--- config.mk ---
export PLATFORM = sky130hd
export DESIGN_NAME = gpio_mailbox
export DESIGN_NICKNAME = d
export VERILOG_FILES = /design/src/rtl/gpio_mailbox_pkg.sv /design/src/rtl/mailbox_fifo.sv /design/src/rtl/gpio_mailbox.sv
export SDC_FILE = /design/constraint.sdc
export NUM_CORES = 1
export LEC_CHECK = 0
export BUFFER_PORTS_ARGS = -buffer_cell sky130_fd_sc_hd__buf_2
export CORE_MARGIN = 2
export CORE_UTILIZATION = 60
export CTS_CLUSTER_DIAMETER = 120
export DETAILED_ROUTE_END_ITERATION = 8
export PLACE_DENSITY_LB_ADDON = 0.05
export RECOVER_POWER = 50
export SYNTH_ARGS = -nofsm -noshare
export SYNTH_HDL_FRONTEND = slang
export SYNTH_SLANG_ARGS = --single-unit
--- constraint.sdc ---
create_clock -name clk -period 5.1 [get_ports clk]
set_clock_uncertainty 0.15 [all_clocks]
set_input_delay 0.255 -clock clk [delete_from_list [all_inputs] [get_ports clk]]
set_output_delay 0.255 -clock clk [all_outputs]
set_load 0.03 [all_outputs]
--- src/rtl/gpio_mailbox_pkg.sv ---
// Shared definitions for the GPIO mailbox: read-side FSM encoding and reset constants.
package gpio_mailbox_pkg;

  typedef enum logic [0:0] {
    R_IDLE = 1'b0,
    R_SEND = 1'b1
  } rd_state_e;

  localparam logic      RST_TOG   = 1'b0;
  localparam logic      RST_ACK   = 1'b0;
  localparam rd_state_e RST_STATE = R_IDLE;

endpackage

--- src/rtl/mailbox_fifo.sv ---
// Synchronous word FIFO with wrap-bit pointers; push on full and pop on empty are dropped.
module mailbox_fifo #(
  parameter int WIDTH = 64,
  parameter int DEPTH = 4
) (
  input  logic             clk,
  input  logic             rst_n,
  input  logic             push_i,
  input  logic [WIDTH-1:0] push_data_i,
  input  logic             pop_i,
  output logic [WIDTH-1:0] head_o,
  output logic             full_o,
  output logic             empty_o
);

  localparam int AW = $clog2(DEPTH);
  localparam logic [AW:0] PTR_ONE = {{AW{1'b0}}, 1'b1};

  logic [AW:0]      wptr_q, wptr_d;
  logic [AW:0]      rptr_q, rptr_d;
  logic [WIDTH-1:0] mem_q [DEPTH];
  logic [WIDTH-1:0] mem_d [DEPTH];
  logic             do_push_s;
  logic             do_pop_s;

  assign full_o  = (wptr_q[AW] != rptr_q[AW]) && (wptr_q[AW-1:0] == rptr_q[AW-1:0]);
  assign empty_o = (wptr_q == rptr_q);
  assign head_o  = mem_q[rptr_q[AW-1:0]];

  // Next pointer and storage state from the filtered push/pop requests.
  always_comb begin
    do_push_s = push_i && !full_o;
    do_pop_s  = pop_i && !empty_o;
    wptr_d    = wptr_q;
    rptr_d    = rptr_q;
    mem_d     = mem_q;
    if (do_push_s) begin
      mem_d[wptr_q[AW-1:0]] = push_data_i;
      wptr_d                = wptr_q + PTR_ONE;
    end else begin
      wptr_d = wptr_q;
    end
    if (do_pop_s) begin
      rptr_d = rptr_q + PTR_ONE;
    end else begin
      rptr_d = rptr_q;
    end
  end

  // Pointer and storage registers; storage cleared so the head reads 0 after reset.
  always_ff @(posedge clk or negedge rst_n) begin
    if (!rst_n) begin
      wptr_q <= '0;
      rptr_q <= '0;
      for (int i = 0; i < DEPTH; i++) begin
        mem_q[i] <= '0;
      end
    end else begin
      wptr_q <= wptr_d;
      rptr_q <= rptr_d;
      mem_q  <= mem_d;
    end
  end

endmodule

--- src/rtl/gpio_mailbox.sv ---
// Host/core mailbox over toggle-handshake GPIO bytes, with RX/TX word FIFOs and optional loopback.
module gpio_mailbox
  import gpio_mailbox_pkg::*;
#(
  parameter int BYTE_W     = 8,
  parameter int WORD_BYTES = 8,
  parameter int DEPTH      = 4,
  parameter int LOOPBACK   = 0
) (
  input  logic                         clk,
  input  logic                         rst_n,
  input  logic [BYTE_W-1:0]            h_data_i,
  input  logic                         h_wr_tog_i,
  output logic                         h_wr_ack_o,
  input  logic                         h_rd_tog_i,
  output logic                         h_rd_ack_o,
  output logic [BYTE_W-1:0]            h_data_o,
  output logic                         h_rx_full_o,
  output logic                         h_tx_avail_o,
  output logic [BYTE_W*WORD_BYTES-1:0] dev_rx_data_o,
  output logic                         dev_rx_valid_o,
  input  logic                         dev_rx_ready_i,
  input  logic [BYTE_W*WORD_BYTES-1:0] dev_tx_data_i,
  input  logic                         dev_tx_valid_i,
  output logic                         dev_tx_ready_o
);

  localparam int WORD_W = BYTE_W * WORD_BYTES;
  localparam int CW     = (WORD_BYTES > 1) ? $clog2(WORD_BYTES) : 1;
  localparam logic [CW-1:0] CNT_LAST = CW'(WORD_BYTES - 1);
  localparam logic [CW-1:0] CNT_ONE  = CW'(1);
  localparam logic LB = 1'(LOOPBACK != 0);

  logic wr_sync1_q, wr_sync2_q, rd_sync1_q, rd_sync2_q;
  logic wr_seen_q, wr_seen_d, rd_seen_q, rd_seen_d;
  logic wr_ack_q, wr_ack_d, rd_ack_q, rd_ack_d;
  logic live_q;
  logic [CW-1:0]     wcnt_q, wcnt_d, rcnt_q, rcnt_d;
  logic [WORD_W-1:0] wsr_q, wsr_d, rsr_q, rsr_d;
  logic [BYTE_W-1:0] rdata_q, rdata_d;
  rd_state_e         rstate_q, rstate_d;

  logic              wr_evt_s, wr_last_s, wr_fire_s, rd_evt_s;
  logic [WORD_W-1:0] wr_word_s;
  logic              rx_push_s, rx_pop_s, rx_full_s, rx_empty_s;
  logic [WORD_W-1:0] rx_head_s;
  logic              tx_push_s, tx_pop_s, tx_full_s, tx_empty_s;
  logic [WORD_W-1:0] tx_head_s, tx_push_data_s;

  mailbox_fifo #(.WIDTH(WORD_W), .DEPTH(DEPTH)) u_rx_fifo (
    .clk         (clk),
    .rst_n       (rst_n),
    .push_i      (rx_push_s),
    .push_data_i (wr_word_s),
    .pop_i       (rx_pop_s),
    .head_o      (rx_head_s),
    .full_o      (rx_full_s),
    .empty_o     (rx_empty_s)
  );

  mailbox_fifo #(.WIDTH(WORD_W), .DEPTH(DEPTH)) u_tx_fifo (
    .clk         (clk),
    .rst_n       (rst_n),
    .push_i      (tx_push_s),
    .push_data_i (tx_push_data_s),
    .pop_i       (tx_pop_s),
    .head_o      (tx_head_s),
    .full_o      (tx_full_s),
    .empty_o     (tx_empty_s)
  );

  // Two-flop synchronisers for the asynchronous host toggles.
  always_ff @(posedge clk or negedge rst_n) begin
    if (!rst_n) begin
      wr_sync1_q <= RST_TOG;
      wr_sync2_q <= RST_TOG;
      rd_sync1_q <= RST_TOG;
      rd_sync2_q <= RST_TOG;
    end else begin
      wr_sync1_q <= h_wr_tog_i;
      wr_sync2_q <= wr_sync1_q;
      rd_sync1_q <= h_rd_tog_i;
      rd_sync2_q <= rd_sync1_q;
    end
  end

  // Write path: shift bytes in LSB first; the final byte waits while RX is full.
  always_comb begin
    wr_evt_s  = (wr_sync2_q != wr_seen_q);
    wr_last_s = (wcnt_q == CNT_LAST);
    wr_fire_s = wr_evt_s && !(wr_last_s && rx_full_s);
    wr_word_s = {h_data_i, wsr_q[WORD_W-1:BYTE_W]};
    wsr_d     = wsr_q;
    wcnt_d    = wcnt_q;
    wr_ack_d  = wr_ack_q;
    wr_seen_d = wr_seen_q;
    rx_push_s = 1'b0;
    if (wr_fire_s) begin
      wsr_d     = wr_word_s;
      wr_ack_d  = ~wr_ack_q;
      wr_seen_d = wr_sync2_q;
      rx_push_s = wr_last_s;
      if (wr_last_s) begin
        wcnt_d = '0;
      end else begin
        wcnt_d = wcnt_q + CNT_ONE;
      end
    end else begin
      wsr_d = wsr_q;
    end
  end

  // Core-side routing: either the core owns both FIFO ends or RX drains straight into TX.
  always_comb begin
    rx_pop_s       = 1'b0;
    tx_push_s      = 1'b0;
    tx_push_data_s = dev_tx_data_i;
    if (LB) begin
      rx_pop_s       = !rx_empty_s && !tx_full_s;
      tx_push_s      = rx_pop_s;
      tx_push_data_s = rx_head_s;
    end else begin
      rx_pop_s       = !rx_empty_s && dev_rx_ready_i;
      tx_push_s      = dev_tx_valid_i && live_q && !tx_full_s;
      tx_push_data_s = dev_tx_data_i;
    end
  end

  // Read FSM: pop a word on the first request, then hand out one byte per request LSB first.
  always_comb begin
    rd_evt_s  = (rd_sync2_q != rd_seen_q);
    rstate_d  = rstate_q;
    rcnt_d    = rcnt_q;
    rsr_d     = rsr_q;
    rdata_d   = rdata_q;
    rd_ack_d  = rd_ack_q;
    rd_seen_d = rd_seen_q;
    tx_pop_s  = 1'b0;
    case (rstate_q)
      R_IDLE: begin
        if (rd_evt_s && !tx_empty_s) begin
          tx_pop_s  = 1'b1;
          rdata_d   = tx_head_s[BYTE_W-1:0];
          rsr_d     = tx_head_s >> BYTE_W;
          rd_ack_d  = ~rd_ack_q;
          rd_seen_d = rd_sync2_q;
          rcnt_d    = CNT_ONE;
          rstate_d  = R_SEND;
        end else begin
          rstate_d = R_IDLE;
        end
      end
      R_SEND: begin
        if (rd_evt_s) begin
          rdata_d   = rsr_q[BYTE_W-1:0];
          rsr_d     = rsr_q >> BYTE_W;
          rd_ack_d  = ~rd_ack_q;
          rd_seen_d = rd_sync2_q;
          if (rcnt_q == CNT_LAST) begin
            rcnt_d   = '0;
            rstate_d = R_IDLE;
          end else begin
            rcnt_d   = rcnt_q + CNT_ONE;
            rstate_d = R_SEND;
          end
        end else begin
          rstate_d = R_SEND;
        end
      end
      default: begin
        rcnt_d   = '0;
        rstate_d = R_IDLE;
      end
    endcase
  end

  // Handshake, counter, shift-register and FSM state; live_q keeps tx_ready low through reset.
  always_ff @(posedge clk or negedge rst_n) begin
    if (!rst_n) begin
      wr_seen_q <= RST_TOG;
      rd_seen_q <= RST_TOG;
      wr_ack_q  <= RST_ACK;
      rd_ack_q  <= RST_ACK;
      wcnt_q    <= '0;
      rcnt_q    <= '0;
      wsr_q     <= '0;
      rsr_q     <= '0;
      rdata_q   <= '0;
      rstate_q  <= RST_STATE;
      live_q    <= 1'b0;
    end else begin
      wr_seen_q <= wr_seen_d;
      rd_seen_q <= rd_seen_d;
      wr_ack_q  <= wr_ack_d;
      rd_ack_q  <= rd_ack_d;
      wcnt_q    <= wcnt_d;
      rcnt_q    <= rcnt_d;
      wsr_q     <= wsr_d;
      rsr_q     <= rsr_d;
      rdata_q   <= rdata_d;
      rstate_q  <= rstate_d;
      live_q    <= 1'b1;
    end
  end

  assign h_wr_ack_o     = wr_ack_q;
  assign h_rd_ack_o     = rd_ack_q;
  assign h_data_o       = rdata_q;
  assign h_rx_full_o    = rx_full_s;
  assign h_tx_avail_o   = !tx_empty_s || (rstate_q == R_SEND);
  assign dev_rx_valid_o = !LB && !rx_empty_s;
  assign dev_rx_data_o  = LB ? '0 : rx_head_s;
  assign dev_tx_ready_o = !LB && live_q && !tx_full_s;

endmodule

==> results by group <==
Clocking
  – Clock Path Buffers: 3
  – CTS tree: built
  – Root buf cell: clkbuf_16
  – Sink Count: 660
  – Htree depth: 3
  – Post_cts resized: 0
  – Later-pin clock latency in the skew report: 0.59 ns
  – CTS Buf Count: 69
  – Clk slew on worst S/H paths: 0.06 ns

Floorplan
  – Placeable Area: 47600 µm²
  – Die area: 50000 µm²
  – IO Count: 156
  – Die H: 224 µm
  – Site Rows: 80
  – Die W: 224 µm
  – Initial Util: 60.7%

STA
  – Rel. slew slack: -81.9%
  – Slew Viols, Final: 162
  – Worst-margin pin slew: 2.73 ns
  – RSZ-0062 raised after global routing: no
  – Fin crit period: 3.98 ns
  – Final Hold Viols: 0
  – Tcrit/Tclk final: 78.0%
  – FMAX: 251 MHz
  – Endpoints failing setup: 0
  – Min Hold Slack: 0.159 ns
  – Setup TNS: 0 ns

Global route
  – Overflow after GRT: 0
  – Overall Global Routing Usage: 25.2%
  – Initial antenna violation count: 0
  – First-pass GRT wire length: 98600 µm
  – Layer with the highest usage: met2
  – M3 GR Usage: 3.92%
  – Met2 usage: 44.1%
  – Pin count of the biggest net entering global routing: 141
  – Vias in the first global route: 17737
  – M1 GR Usage: 33.1%

Finish
  – Commonest non-fill, non-tap cell in the layout: dfrtp_1
  – Share of layout cells above drive strength 1: 46.0%
  – Most frequent cells in the layout: 655 x dfrtp_1, 505 x mux2_2, 143 x buf_2
  – Final Core Density: 69.8%
  – Net count, final: 2165
  – Antenna cells: 0
  – Final instance area: 33300 µm²
  – P&R area growth vs syn: 15.0%

Drt
  – DRT iter0 DRCs: 966
  – Remaining antenna violation count after routing: 0
  – Post-Route WL: 60600 µm
  – Drt drc: 0
  – Drt wl/cell: 22.1 µm
  – Vias per std cell: 5.97
  – DR pass1 iterations: 5
  – Vias: 16345

Placed design
  – DP HPWL: 35900 µm
  – PortBufs: 155
  – Gpl congestion: 0.755
  – Area after DPL: 30300 µm²

Synthesis
  – Leading area contributor after synthesis: dfrtp_1
  – Synthesized flop and latch total: 660
  – Post-synth EDFFs: 0
  – Yosys top cell area share: 57.1%
  – Synth Area in XOR/XNOR: 0.601%
  – Synth Cell Area: 28900 µm²
  – Ranking of synthesized cells by area: dfrtp_1 57%, mux2_2 20%, mux4_2 10%
  – Synth Net Count: 1959
  – Synth Flop Type: dfrtp_1
  – Cell count after synthesis: 1867
  – Mean post-synth cell area: 15.5 µm²
  – Unique masters post-synth: 37
  – Largest family of logic cells by synthesized area: multiplexers
  – Synth Area in Compound Gates: 2.22%
  – Warnings, synthesis: 0
  – Post-synthesis async set-or-reset flop share: 100%
  – Sequential share of the synthesized area: 57.1%
  – Multiplexer share of the synthesized area: 33.0%
  – Adder-cell share of the synthesized area: 0.605%
  – Simple-Gate Fraction of Synth Area: 4.35%

Worst setup path
  – Critical Path RT: 5.42 ns
  – Data arrival, critical path: 4.30 ns
  – Critical path origin: u_rx_fifo.rptr_q[0]
  – CP endpoint: u_rx_fifo.mem_q[210]
  – R2r startpoint: u_rx_fifo.rptr_q[0]
  – Crit-path max FO: 58
  – Setup Crit Path Kind: reg -> reg
  – R2R setup slack: 1.12 ns
  – Reg-to-reg critical path endpoint: u_rx_fifo.mem_q[210]
  – Crit path launch type: register
  – Reg2Reg Depth: 5
  – CP endpoint kind: register

Power and ir drop
  – PwrDens: 678 nW/µm²
  – Worst vdd ir: 0.408 mV
  – Leakage power total: 14.6 nW
  – Pwr Total: 22.6 mW

Worst hold path
  – Depth of the worst hold-timing path: 2
  – Worst min path class: in -> reg

Flow run
  – Number of max-cap violations: 3

Run status
  – Violated checks: capacitance limit, slew limit
  – Status: finished with violations
[cell type report]
type / instances / area, µm²
Sequential cell: 660 / 16500
Fill cell: 3257 / 14400
Multi-Input combinational cell: 1076 / 11900
Clock buffer: 111 / 2160
Timing Repair Buffer: 261 / 1810
Tap cell: 615 / 769
Clock inverter: 8 / 115
Inverter: 5 / 18.8
[Yosys cell counts (2+ instances only)]
| master | count |
|---|---|
| a21oi_1 | 2 |
| a221o_1 | 8 |
| a32o_1 | 2 |
| and2_1 | 3 |
| buf_1 | 10 |
| buf_2 | 65 |
| buf_6 | 5 |
| clkbuf_1 | 45 |
| dfrtp_1 | 660 |
| ha_1 | 14 |
| inv_1 | 5 |
| mux2_1 | 20 |
| mux2_2 | 505 |
| mux2_4 | 50 |
| mux4_2 | 128 |
| nand2_1 | 9 |
| nand2b_1 | 2 |
| nand3_1 | 7 |
| nor2_1 | 115 |
| nor3_1 | 112 |
| nor3_4 | 4 |
| nor3b_1 | 8 |
| o21ai_0 | 2 |
| o2bb2ai_1 | 56 |
| or3b_2 | 2 |
| xnor2_1 | 12 |
| xor2_1 | 6 |
[worst min-delay path by stage]
stage / start / slack [ns] / end
floorplan: rst_n / -0.19 / h_data_o[0]
global placement: wr_sync1_q / 0.19 / wr_sync2_q
detailed placement: wr_sync1_q / 0.20 / wr_sync2_q
CTS: h_rd_tog_i / 0.12 / rd_sync1_q
global route: h_rd_tog_i / 0.15 / rd_sync1_q
finish: h_rd_tog_i / 0.16 / rd_sync1_q
[per-layer routing]
layer / vias up / wire, µm
li1: 7296 / -
met3: 103 / 1860
met1: 8688 / 25800
met5: - / 0
met2: 258 / 31400
met4: 0 / 1470
[report_power, final]
part | leakage [nW] | switching [mW] | internal [mW]
Clock | 1.12 | 2.00 | 3.04
Sequential | 8.15 | 1.71 | 7.67
Combinational | 5.34 | 3.91 | 4.23
Total | 14.6 | 7.62 | 14.9
[cells by family (layout without fill, tap and decap cells)]
family | count (synthesis) | after routing
buf+inv | 131 | 385
fa+ha+maj | 14 | 14
simple gates | 265 | 265
xor+xnor | 19 | 19
flops | 660 | 660
mux | 703 | 703
compound gates | 74 | 74
other cells | 1 | 1
[sequential cells by signal (all words and copies together) (netlist names), 3 cells and up]
signal and flops:
h_data_o 8, rcnt_q 3, rsr_q 56, u_rx_fifo.mem_q 256
u_rx_fifo.rptr_q 3, u_rx_fifo.wptr_q 3, u_tx_fifo.mem_q 256, u_tx_fifo.rptr_q 3
u_tx_fifo.wptr_q 3, wcnt_q 3, wsr_q 56
[through the flow]
stage                     setup WS (ns)  std cells
after floorplan                    2.87       1867
after global placement             1.70       2541
after detailed placement           1.57       2541
after CTS                          1.45       2736
after global routing              0.870       2736
final                              1.12       2736
[worst max-delay path, cell delays in order (launching register included)]
cell and delay, ns:
dfrtp_4 1.01, xor2_1 0.17, nor3_1 1.17, nor3_1 0.55, buf_12 0.40, mux2_1 0.36
[repair_timing]
item	4_1_cts	5_1_grt
setup buffers	0	0
hold buffers	76	0
endpoints found under the hold margin	402	0
Note: power is estimated with default switching activity, not from simulation.
